**src/rtl/mem_arbiter_pkg.sv**
```systemverilog
// Shared definitions for the memory arbiter: state encoding, default
// widths and the starvation-counter width helper.
package mem_arbiter_pkg;

  localparam int DEF_ADDR_W     = 10;
  localparam int DEF_DATA_W     = 32;
  localparam int DEF_STARVE_MAX = 4;

  typedef enum logic [1:0] {
    ST_RUN    = 2'd0,
    ST_DRAIN  = 2'd1,
    ST_HALTED = 2'd2
  } arb_state_e;

  // Bits needed to hold 0..max_val inclusive (never less than one bit).
  function automatic int cnt_width(input int max_val);
    int w;
    if (max_val < 1) begin
      w = 1;
    end else begin
      w = $clog2(max_val + 1);
    end
    return w;
  endfunction

endpackage

```
**src/rtl/mem_arbiter_starve_counter.sv**
```systemverilog
// Saturating count of data grants that went by while a fetch was waiting.
module starve_counter import mem_arbiter_pkg::*; #(
  parameter int MAX   = DEF_STARVE_MAX,
  parameter int CNT_W = cnt_width(DEF_STARVE_MAX)
) (
  input  logic clk,
  input  logic rst,
  input  logic inc,
  input  logic clr,
  output logic full
);

  localparam logic [CNT_W-1:0] MAX_C = CNT_W'(MAX);

  logic [CNT_W-1:0] cnt_q;
  logic [CNT_W-1:0] cnt_d;

  // Next count: clear wins over increment; increment stops at MAX.
  always_comb begin
    cnt_d = cnt_q;
    if (clr) begin
      cnt_d = {CNT_W{1'b0}};
    end else if (inc && (cnt_q != MAX_C)) begin
      cnt_d = cnt_q + CNT_W'(1'b1);
    end else begin
      cnt_d = cnt_q;
    end
  end

  // Count register with synchronous reset.
  always_ff @(posedge clk) begin
    if (rst) begin
      cnt_q <= {CNT_W{1'b0}};
    end else begin
      cnt_q <= cnt_d;
    end
  end

  // Fetch gets priority once the count has reached the limit.
  always_comb begin
    full = (cnt_q == MAX_C);
  end

endmodule

```
**src/rtl/mem_arbiter.sv**
```systemverilog
// Arbitrates a single-port memory between instruction fetch and data
// accesses. Grants are combinational; read data returns one cycle later.
// After halt, fetch is shut off, in-flight responses drain, and the block
// parks in HALTED until reset while data accesses keep being served.
module mem_arbiter import mem_arbiter_pkg::*; #(
  parameter int ADDR_W     = DEF_ADDR_W,
  parameter int DATA_W     = DEF_DATA_W,
  parameter int STARVE_MAX = DEF_STARVE_MAX
) (
  input  logic              clk1,
  input  logic              rst,
  input  logic              halt,
  input  logic              if_req,
  input  logic [ADDR_W-1:0] if_addr,
  output logic              if_gnt,
  output logic              if_rvalid,
  output logic [DATA_W-1:0] if_rdata,
  input  logic              dm_req,
  input  logic              dm_we,
  input  logic [ADDR_W-1:0] dm_addr,
  input  logic [DATA_W-1:0] dm_wdata,
  output logic              dm_gnt,
  output logic              dm_rvalid,
  output logic [DATA_W-1:0] dm_rdata,
  output logic              mem_en,
  output logic              mem_we,
  output logic [ADDR_W-1:0] mem_addr,
  output logic [DATA_W-1:0] mem_wdata,
  input  logic [DATA_W-1:0] mem_rdata,
  output logic              halted
);

  localparam int CNT_W = cnt_width(STARVE_MAX);

  arb_state_e state_q;
  arb_state_e state_d;
  logic       if_pend_q;
  logic       if_pend_d;
  logic       dm_pend_q;
  logic       dm_pend_d;

  logic       starve_full_s;
  logic       starve_inc_s;
  logic       starve_clr_s;
  logic       fetch_ok_s;
  logic       if_gnt_s;
  logic       dm_gnt_s;

  // Grant selection: data first, unless fetch has been starved to the limit.
  always_comb begin
    fetch_ok_s = 1'b0;
    if_gnt_s   = 1'b0;
    dm_gnt_s   = 1'b0;
    if (rst) begin
      fetch_ok_s = 1'b0;
      if_gnt_s   = 1'b0;
      dm_gnt_s   = 1'b0;
    end else begin
      // A halt arriving this cycle already blocks fetch.
      fetch_ok_s = (state_q == ST_RUN) && !halt;
      if (if_req && fetch_ok_s && (!dm_req || starve_full_s)) begin
        if_gnt_s = 1'b1;
      end else if (dm_req) begin
        dm_gnt_s = 1'b1;
      end else begin
        if_gnt_s = 1'b0;
        dm_gnt_s = 1'b0;
      end
    end
  end

  // Memory command steered from whichever port won this cycle.
  always_comb begin
    mem_en    = 1'b0;
    mem_we    = 1'b0;
    mem_addr  = {ADDR_W{1'b0}};
    mem_wdata = {DATA_W{1'b0}};
    if (dm_gnt_s) begin
      mem_en    = 1'b1;
      mem_we    = dm_we;
      mem_addr  = dm_addr;
      mem_wdata = dm_wdata;
    end else if (if_gnt_s) begin
      mem_en    = 1'b1;
      mem_we    = 1'b0;
      mem_addr  = if_addr;
      mem_wdata = {DATA_W{1'b0}};
    end else begin
      mem_en    = 1'b0;
      mem_we    = 1'b0;
    end
  end

  // Next state and outstanding-read flags.
  always_comb begin
    state_d   = state_q;
    if_pend_d = if_gnt_s;
    dm_pend_d = dm_gnt_s && !dm_we;
    case (state_q)
      ST_RUN: begin
        if (halt) begin
          state_d = ST_DRAIN;
        end else begin
          state_d = ST_RUN;
        end
      end
      ST_DRAIN: begin
        if (!if_pend_q && !dm_pend_q) begin
          state_d = ST_HALTED;
        end else begin
          state_d = ST_DRAIN;
        end
      end
      ST_HALTED: begin
        state_d = ST_HALTED;
      end
      default: begin
        state_d = ST_RUN;
      end
    endcase
  end

  // State and outstanding-read registers.
  always_ff @(posedge clk1) begin
    if (rst) begin
      state_q   <= ST_RUN;
      if_pend_q <= 1'b0;
      dm_pend_q <= 1'b0;
    end else begin
      state_q   <= state_d;
      if_pend_q <= if_pend_d;
      dm_pend_q <= dm_pend_d;
    end
  end

  // Starvation bookkeeping: count data wins against a waiting fetch.
  always_comb begin
    starve_inc_s = dm_gnt_s && if_req;
    starve_clr_s = if_gnt_s || !if_req;
  end

  starve_counter #(
    .MAX   (STARVE_MAX),
    .CNT_W (CNT_W)
  ) u_starve (
    .clk  (clk1),
    .rst  (rst),
    .inc  (starve_inc_s),
    .clr  (starve_clr_s),
    .full (starve_full_s)
  );

  // Responses: a read answered in a reset cycle is dropped; data is zero when idle.
  always_comb begin
    if_gnt    = if_gnt_s;
    dm_gnt    = dm_gnt_s;
    if_rvalid = if_pend_q && !rst;
    dm_rvalid = dm_pend_q && !rst;
    if_rdata  = {DATA_W{1'b0}};
    dm_rdata  = {DATA_W{1'b0}};
    if (if_rvalid) begin
      if_rdata = mem_rdata;
    end else begin
      if_rdata = {DATA_W{1'b0}};
    end
    if (dm_rvalid) begin
      dm_rdata = mem_rdata;
    end else begin
      dm_rdata = {DATA_W{1'b0}};
    end
    halted = (state_q == ST_HALTED);
  end

endmodule

```
**config.mk**
```make
export PLATFORM = sky130hd
export DESIGN_NAME = mem_arbiter
export DESIGN_NICKNAME = d
export VERILOG_FILES = /design/src/rtl/mem_arbiter_pkg.sv /design/src/rtl/mem_arbiter_starve_counter.sv /design/src/rtl/mem_arbiter.sv
export SDC_FILE = /design/constraint.sdc
export NUM_CORES = 1
export LEC_CHECK = 0
export BUFFER_PORTS_ARGS = -buffer_cell sky130_fd_sc_hd__buf_2
export CORE_MARGIN = 10
export CORE_UTILIZATION = 29
export DETAILED_ROUTE_END_ITERATION = 6
export GPL_TIMING_DRIVEN = 1
export PLACE_DENSITY_LB_ADDON = 0.05
export SKIP_CTS_REPAIR_TIMING = 1
export SLEW_MARGIN = 30
export SYNTH_ARGS = -nofsm -noshare
export SYNTH_HDL_FRONTEND = slang
export SYNTH_HIERARCHICAL = 1
export SYNTH_SLANG_ARGS = --single-unit
```
**constraint.sdc**
```tcl
create_clock -name clk1 -period 2.6 [get_ports clk1]
set_clock_uncertainty 0.2 [all_clocks]
set_input_delay 0.26 -clock clk1 [delete_from_list [all_inputs] [get_ports clk1]]
set_output_delay 0.26 -clock clk1 [all_outputs]
set_load 0.05 [all_outputs]
```
==> results of run 1 <==
## worst min-delay path by stage
stage                            to  slack (ns)  cells past startpoint
2_1_floorplan  dm_pend_q$_SDFF_PP0_        0.13                      1
3_3_place_gp   dm_pend_q$_SDFF_PP0_        0.26                      2
3_5_place_dp   dm_pend_q$_SDFF_PP0_        0.26                      2
4_1_cts        dm_pend_q$_SDFF_PP0_        0.02                      2
5_1_grt        dm_pend_q$_SDFF_PP0_        0.02                      2
6_report       dm_pend_q$_SDFF_PP0_        0.03                      2
## cells in the final DEF, fill, tap and decap left out, types with 3 or more instances in the layout
cell | synthesis | final
a21oi_1 | 13 | 13
and2_1 | 99 | 99
buf_2 | 3 | 202
buf_4 | 0 | 5
clkbuf_8 | 0 | 3
dfxtp_1 | 7 | 7
inv_1 | 3 | 3
nand3_1 | 10 | 10
nor2_1 | 5 | 5
nor2b_1 | 4 | 4
nor3b_1 | 3 | 3
o211ai_1 | 10 | 10
## power groups by stage
stage | Sequential [mW] | Clock (mW) | Combinational (mW)
final | 0.119 | 0.149 | 0.368
after global routing | 0.120 | 0.159 | 0.395
after CTS | 0.119 | 0.155 | 0.371
after detailed placement | 0.121 | 0 | 0.371
after global placement | 0.121 | 0 | 0.369
after floorplan | 0.120 | 0 | 0.246
## routing by layer
metal	up-vias	global-route usage	share of wire
li1	1004	-	-
met1	804	0.160	0.34
met2	125	0.293	0.50
met3	4	0.0994	0.15
met4	0	0.0280	0.0091
met5	-	0	0
## worst reg2reg max path: cells and delay by family (launching register included)
family          cells  cell delay, ns
compound gates      1            0.17
fa+ha+maj           1            0.18
flops               1            0.32
mux                 1            0.30
buf+inv             3            0.38
simple gates        4            0.50
## logic make-up (layout without fill, tap and decap cells)
family	count (synthesis)	count (layout)	share of synthesized area
AOI/OAI and AO/OA	27	27	0.145
adders and majority gates	2	2	0.0196
buffers and inverters	19	216	0.0667
DFF	7	7	0.110
muxes	2	2	0.0176
and+or+nand+nor	129	129	0.641
## sequential cells by signal, indices dropped and copies added, names as in the netlist
signal,flops
u_starve/cnt_q,3
dm_pend_q,1
if_pend_q,1
state_q,2
## metrics by stage
stage               hold WS (ns)  setup WS [ns]
floorplan                  0.132          0.122
global placement           0.257          0.390
detailed placement         0.259          0.380
CTS                       0.0209          0.122
global route              0.0227         0.0341
finish                    0.0271          0.199
## layout make-up
class	instances	area (sq um)	share of cell area
sequential	7	140	0.0589
timing repair buffer	208	1060	0.446
clock inverter	1	5.00	0.00211
clock buffer	3	41.3	0.0174
inverter	4	15.0	0.00632
tap	52	65.1	0.0274
multi-input combinational	160	1050	0.442
==> results.sh, run 1 <==
export IMPL_layout_filler_cells=423
export IMPL_row_count=24
export IMPL_netlist_top_cell_by_area="and2_1"
export IMPL_placedCellCount=431
export IMPL_worst_path_max_fanout=35
export IMPL_cpPeakStageDelay_ns=0.36
export IMPL_r2r_end="u_starve/cnt_q[0]$_SDFFE_PP0P_"
export IMPL_synth_distinct_cells=28
export IMPL_detail_route_antenna_nets=0
export IMPL_placer_s_final_routability_congestion_estimate=0.745
export IMPL_timing_critical_path_arrival_ns=1.94
export IMPL_slew_headroom=0.695
export IMPL_r2r_slack_ns=0.43
export IMPL_cts_root_buf="clkbuf_8"
export IMPL_worst_path_stages=7
export IMPL_p_seq_frac=0.187
export IMPL_r2r_start="u_starve/cnt_q[0]$_SDFFE_PP0P_"
export IMPL_detailedPlacementHpwl_mm=6.07
export IMPL_cts_root_to_sink_buffers=2
export IMPL_buffer_ports_inserted=202
export IMPL_ctsHtreeMaxLevel=1
export IMPL_sequential_share_of_the_synthesized_area=0.110
export IMPL_synth_net_count=278
export IMPL_critical_path_top_delay_family="buffers and inverters"
export IMPL_tritoncts="built"
export IMPL_antenna_cells=0
export IMPL_worst_ir_drop_vdd_mv=0.213
export IMPL_setup_tns_ns=0
export IMPL_worstSetupPathType="register to output pin"
export IMPL_grt_pass1_wl_mm=10.1
export IMPL_yosysMostFrequentCell="and2_1"
export IMPL_crit_path_end_kind="output pin"
export IMPL_max_slew_worst_pin_slew_ns=0.458
export IMPL_initial_utilization=0.297
export IMPL_synth_avg_cell_area_sq_um=6.86
export IMPL_postLayoutCellArea_sq_um=2380
export IMPL_drcViolationCount=0
export IMPL_synthesis_instances=186
export IMPL_cp_startpoint="u_starve/cnt_q[0]$_SDFFE_PP0P_"
export IMPL_clkTransAtPathRegs_ns=0.04
export IMPL_routed_wire_length_per_instance_um=15.7
export IMPL_power_leakage_nw=1.49
export IMPL_worstHoldPathType="input pin to register"
export IMPL_post_synthesis_async_set_or_reset_flop_share=0
export IMPL_number_of_flops_mapped_to_enable_cells_by_yosys=0
export IMPL_dominantRegCellSynth="dfxtp_1"
export IMPL_number_of_antenna_violations_at_the_first_check_in_global_routing=0
export IMPL_core_sq_um=4290
export IMPL_p_comb_frac=0.579
export IMPL_placed_area_sq_um=2330
export IMPL_synth_top_cells_by_count="and2_1, a21oi_1, nand3_1, o211ai_1, clkbuf_1"
export IMPL_worstHoldStart="dm_we"
export IMPL_globalRouteTotalUtil=0.164
export IMPL_setup_repair_after_global_routing_missed_its_margin="no"
export IMPL_floorplan_io_pins=203
export IMPL_period_minus_slack_ns=2.40
export IMPL_chip_width_um=86.3
export IMPL_area_growth_pct=86.3
export IMPL_p_int_mw=0.335
export IMPL_worstPathBufferInverterCount=3
export IMPL_number_of_global_route_vias_before_repair=1860
export IMPL_grt_max_degree=36
export IMPL_die_area_sq_um=7450
export IMPL_drive_gt1_frac=0.567
export IMPL_cts_buffers_inserted=3
export IMPL_drt_pre_antenna_iters=4
export IMPL_clock_sinks=7
export IMPL_hold_violations=0
export IMPL_power_total_mw=0.636
export IMPL_layout_nets=476
export IMPL_drv_cap=0
export IMPL_vias_per_cell=4.45
export IMPL_final_core_util=0.554
export IMPL_clock_power_share=0.234
export IMPL_grt_overflow_total=0
export IMPL_detail_route_wirelength_mm=6.84
export IMPL_post_synth_instance_area_sq_um=1280
export IMPL_cpMostUsedCell="and2_1"
export IMPL_slowest_stage="dfxtp_1"
export IMPL_reg2regPathDepth=10
export IMPL_final_max_slew_viol_count=0
export IMPL_die_h_um=86.3
export IMPL_vias=1937
export IMPL_detail_route_iter0_violations=63
export IMPL_synth_seq_cells=7
export IMPL_synthTopCellsByArea="and2_1, dfxtp_1, o211ai_1, a21oi_1, nand3_1"
export IMPL_endpoint="mem_wdata[6]"
export IMPL_maxClockFrequency_ghz=0.416
export IMPL_worst_ep_required_time_ns=2.14
export IMPL_crit_path_cell_trace="inv_1, ha_1, and2_1, a211oi_4, buf_6, and2_1, buf_2"
export IMPL_worst_skew_pair_late_latency_ns=0.22
export IMPL_synth_top_area_frac=0.485
export IMPL_yosys_warnings=6
export IMPL_power_density_nw_per_um2=267
export IMPL_status="complete, no violations"
export IMPL_report_final_setup_viol=0
export IMPL_switching_component_of_the_power_mw=0.301
export IMPL_netSwitchingFraction=0.473
export IMPL_timing_critical_path_from_type="register"
export IMPL_layoutNonFillerInstCount=435
export IMPL_final_min_period_over_clock_period=0.923
Note: power is estimated with default switching activity, not from simulation.
==> inputs of run 2 (changes only) <==
--- a/config.mk
+++ b/config.mk
@@ -15,5 +15,4 @@
 export SLEW_MARGIN = 30
 export SYNTH_ARGS = -nofsm -noshare
 export SYNTH_HDL_FRONTEND = slang
-export SYNTH_HIERARCHICAL = 1
 export SYNTH_SLANG_ARGS = --single-unit
==> results.sh, run 2 <==
export IMPL_dp_worst_setup_slack_ns=0.298
export IMPL_synthTopCellsByArea="and2_1, dfxtp_1, nand4b_1, o21ai_0, nand2_1"
export IMPL_max_slew_worst_pin_slew_ns=0.399
export IMPL_synthesis_instances=185
export IMPL_worst_hold_slack_ns=0.165
export IMPL_setup_tns_ns=0
export IMPL_layout_filler_cells=409
export IMPL_vias_per_cell=4.48
export IMPL_dominantRegCellSynth="dfxtp_1"
export IMPL_synth_top_area_frac=0.482
export IMPL_maxClockFrequency_ghz=0.407
export IMPL_cts_root_buf="clkbuf_8"
export IMPL_cpPeakStageDelay_ns=0.34
export IMPL_worst_skew_pair_late_latency_ns=0.22
export IMPL_netlist_top_cell_by_area="and2_1"
export IMPL_clkTransAtPathRegs_ns=0.04
export IMPL_clock_power_share=0.229
export IMPL_period_minus_slack_ns=2.46
export IMPL_floorplan_io_pins=203
export IMPL_slew_headroom=0.732
export IMPL_post_synthesis_xor_xnor_area_fraction=0
export IMPL_slowest_stage="dfxtp_1"
export IMPL_drv_cap=0
export IMPL_die_h_um=85.9
export IMPL_core_sq_um=4120
export IMPL_top_regs="u_starve.cnt_q: 3 flops, state_q: 2 flops"
export IMPL_setup_repair_after_global_routing_missed_its_margin="no"
export IMPL_vias=1938
export IMPL_worst_ir_drop_vdd_mv=0.275
export IMPL_worst_ep_required_time_ns=2.14
export IMPL_antenna_cells=0
export IMPL_post_synth_instance_area_sq_um=1260
export IMPL_final_min_period_over_clock_period=0.946
export IMPL_layout_area_seq_sq_um=140
export IMPL_area_growth_pct=88.4
export IMPL_drt_pre_antenna_iters=4
export IMPL_p_seq_frac=0.186
export IMPL_row_count=23
export IMPL_mostFrequentLayoutCells="buf_2, and2_1, nand2_1, nand4b_1, o21ai_0"
export IMPL_detailedPlacementHpwl_mm=6.27
export IMPL_report_final_setup_viol=0
export IMPL_synth_compound_area_frac=0.0993
export IMPL_tritoncts="built"
export IMPL_netSwitchingFraction=0.472
export IMPL_synth_top_family_by_area="simple AND/OR/NAND/NOR gates"
export IMPL_placer_s_final_routability_congestion_estimate=0.798
export IMPL_initial_utilization=0.306
export IMPL_number_of_flops_mapped_to_enable_cells_by_yosys=0
export IMPL_worstHoldPathType="input pin to register"
export IMPL_power_total_mw=0.648
export IMPL_synth_adder_area_share=0.0199
export IMPL_drive_gt1_frac=0.564
export IMPL_power_density_nw_per_um2=273
export IMPL_timing_critical_path_from_type="register"
export IMPL_crit_path_end_kind="output pin"
export IMPL_hold_violations=0
export IMPL_clock_sinks=7
export IMPL_cts_root_to_sink_buffers=2
export IMPL_number_of_antenna_violations_at_the_first_check_in_global_routing=0
export IMPL_ctsHtreeMaxLevel=1
export IMPL_mostFrequentLayoutCell="buf_2"
export IMPL_globalRouteTotalUtil=0.172
export IMPL_timing_critical_path_arrival_ns=2.00
export IMPL_final_max_slew_viol_count=0
export IMPL_number_of_global_route_vias_before_repair=1969
export IMPL_synth_mux_area_fraction=0
export IMPL_yosysMostFrequentCell="and2_1"
export IMPL_sequential_share_of_the_synthesized_area=0.111
export IMPL_drcViolationCount=0
export IMPL_synth_top_cells_by_count="and2_1, nand2_1, nand4b_1, o21ai_0, clkbuf_1"
export IMPL_detail_route_wirelength_mm=7.05
export IMPL_power_leakage_nw=1.50
export IMPL_multiInputGateArea_sq_um=1050
export IMPL_cts_buffers_inserted=3
export IMPL_synth_simple_gate_area_frac=0.717
export IMPL_yosys_warnings=0
export IMPL_worstSetupPathType="register to output pin"
export IMPL_post_synthesis_async_set_or_reset_flop_share=0
export IMPL_p_comb_frac=0.586
export IMPL_number_of_flip_flops_in_the_largest_register=3
export IMPL_worst_path_max_fanout=35
export IMPL_chip_width_um=85.9
export IMPL_detail_route_iter0_violations=46
export IMPL_layout_setup_ws_ns=0.141
export IMPL_grt_overflow_total=0
export IMPL_layout_nets=476
export IMPL_detail_route_antenna_nets=0
export IMPL_top_register="u_starve.cnt_q"
export IMPL_grt_max_degree=36
export IMPL_die_area_sq_um=7380
export IMPL_grt_pass1_wl_mm=10.5
export IMPL_synth_distinct_cells=28
export IMPL_routed_wire_length_per_instance_um=16.3
export IMPL_switching_component_of_the_power_mw=0.306
export IMPL_crit_path_cell_trace="inv_1, ha_1, a21bo_2, a21boi_4, buf_6, and2_1, buf_2"
export IMPL_synth_net_count=277
export IMPL_synth_avg_cell_area_sq_um=6.81
export IMPL_synth_seq_cells=7
export IMPL_p_int_mw=0.342
export IMPL_buffer_ports_inserted=202
export IMPL_status="complete, no violations"
## run 2: layout make-up
cell class                      count  share of cell area
Clock buffer                        4              0.0190
Multi-Input combinational cell    162               0.444
Sequential cell                     7              0.0590
Timing Repair Buffer              208               0.449
Tap cell                           50              0.0264
Inverter                            2             0.00316
## run 2: power groups by stage
stage          clock (mW)  sequential (mW)  combinational (mW)
3_3_place_gp            0            0.122               0.379
4_1_cts             0.153            0.120               0.381
2_1_floorplan           0            0.121               0.252
5_1_grt             0.165            0.122               0.408
6_report            0.148            0.120               0.379
3_5_place_dp            0            0.122               0.380
## run 2: per-layer routing
| metal | global-route usage | vias to the layer above | routed length (um) |
|---|---|---|---|
| li1 | - | 997 | - |
| met4 | 0.0374 | 0 | 108 |
| met5 | 0 | - | 0 |
| met2 | 0.320 | 130 | 3490 |
| met3 | 0.0956 | 6 | 1060 |
| met1 | 0.159 | 805 | 2390 |
## run 2: cell families after synthesis
group / after synthesis
flip-flops: 7
buffers and inverters: 16
AO/OA/AOI/OAI: 18
adder cells (fa/ha/maj): 2
AND/OR/NAND/NOR: 142
## run 2: path summary, 6_finish.rpt
check	cells after the start	endpoint	slack, ns	from
hold reg to reg	2	u_starve.cnt_q[0]$_SDFFE_PP0P_	0.29	u_starve.cnt_q[0]$_SDFFE_PP0P_
hold / removal	3	state_q[0]$_SDFF_PP0_	0.17	halt
setup / recovery	7	mem_wdata[3]	0.14	u_starve.cnt_q[0]$_SDFFE_PP0P_
setup reg to reg	6	dm_pend_q$_SDFF_PP0_	0.85	u_starve.cnt_q[0]$_SDFFE_PP0P_
## run 2: worst max-delay path: cells and delay by family (launching register included)
kind | cells | cell delay (ns)
buffers and inverters | 3 | 0.54
AO/OA/AOI/OAI | 2 | 0.49
flip-flops | 1 | 0.34
adder cells (fa/ha/maj) | 1 | 0.24
AND/OR/NAND/NOR | 1 | 0.16
## run 2: metrics by stage
step	std cells	cell area, sq um	util
CTS	432	2360	0.573
global placement	428	2310	0.562
finish	433	2370	0.577
global route	433	2370	0.577
detailed placement	428	2310	0.562
floorplan	185	1260	-
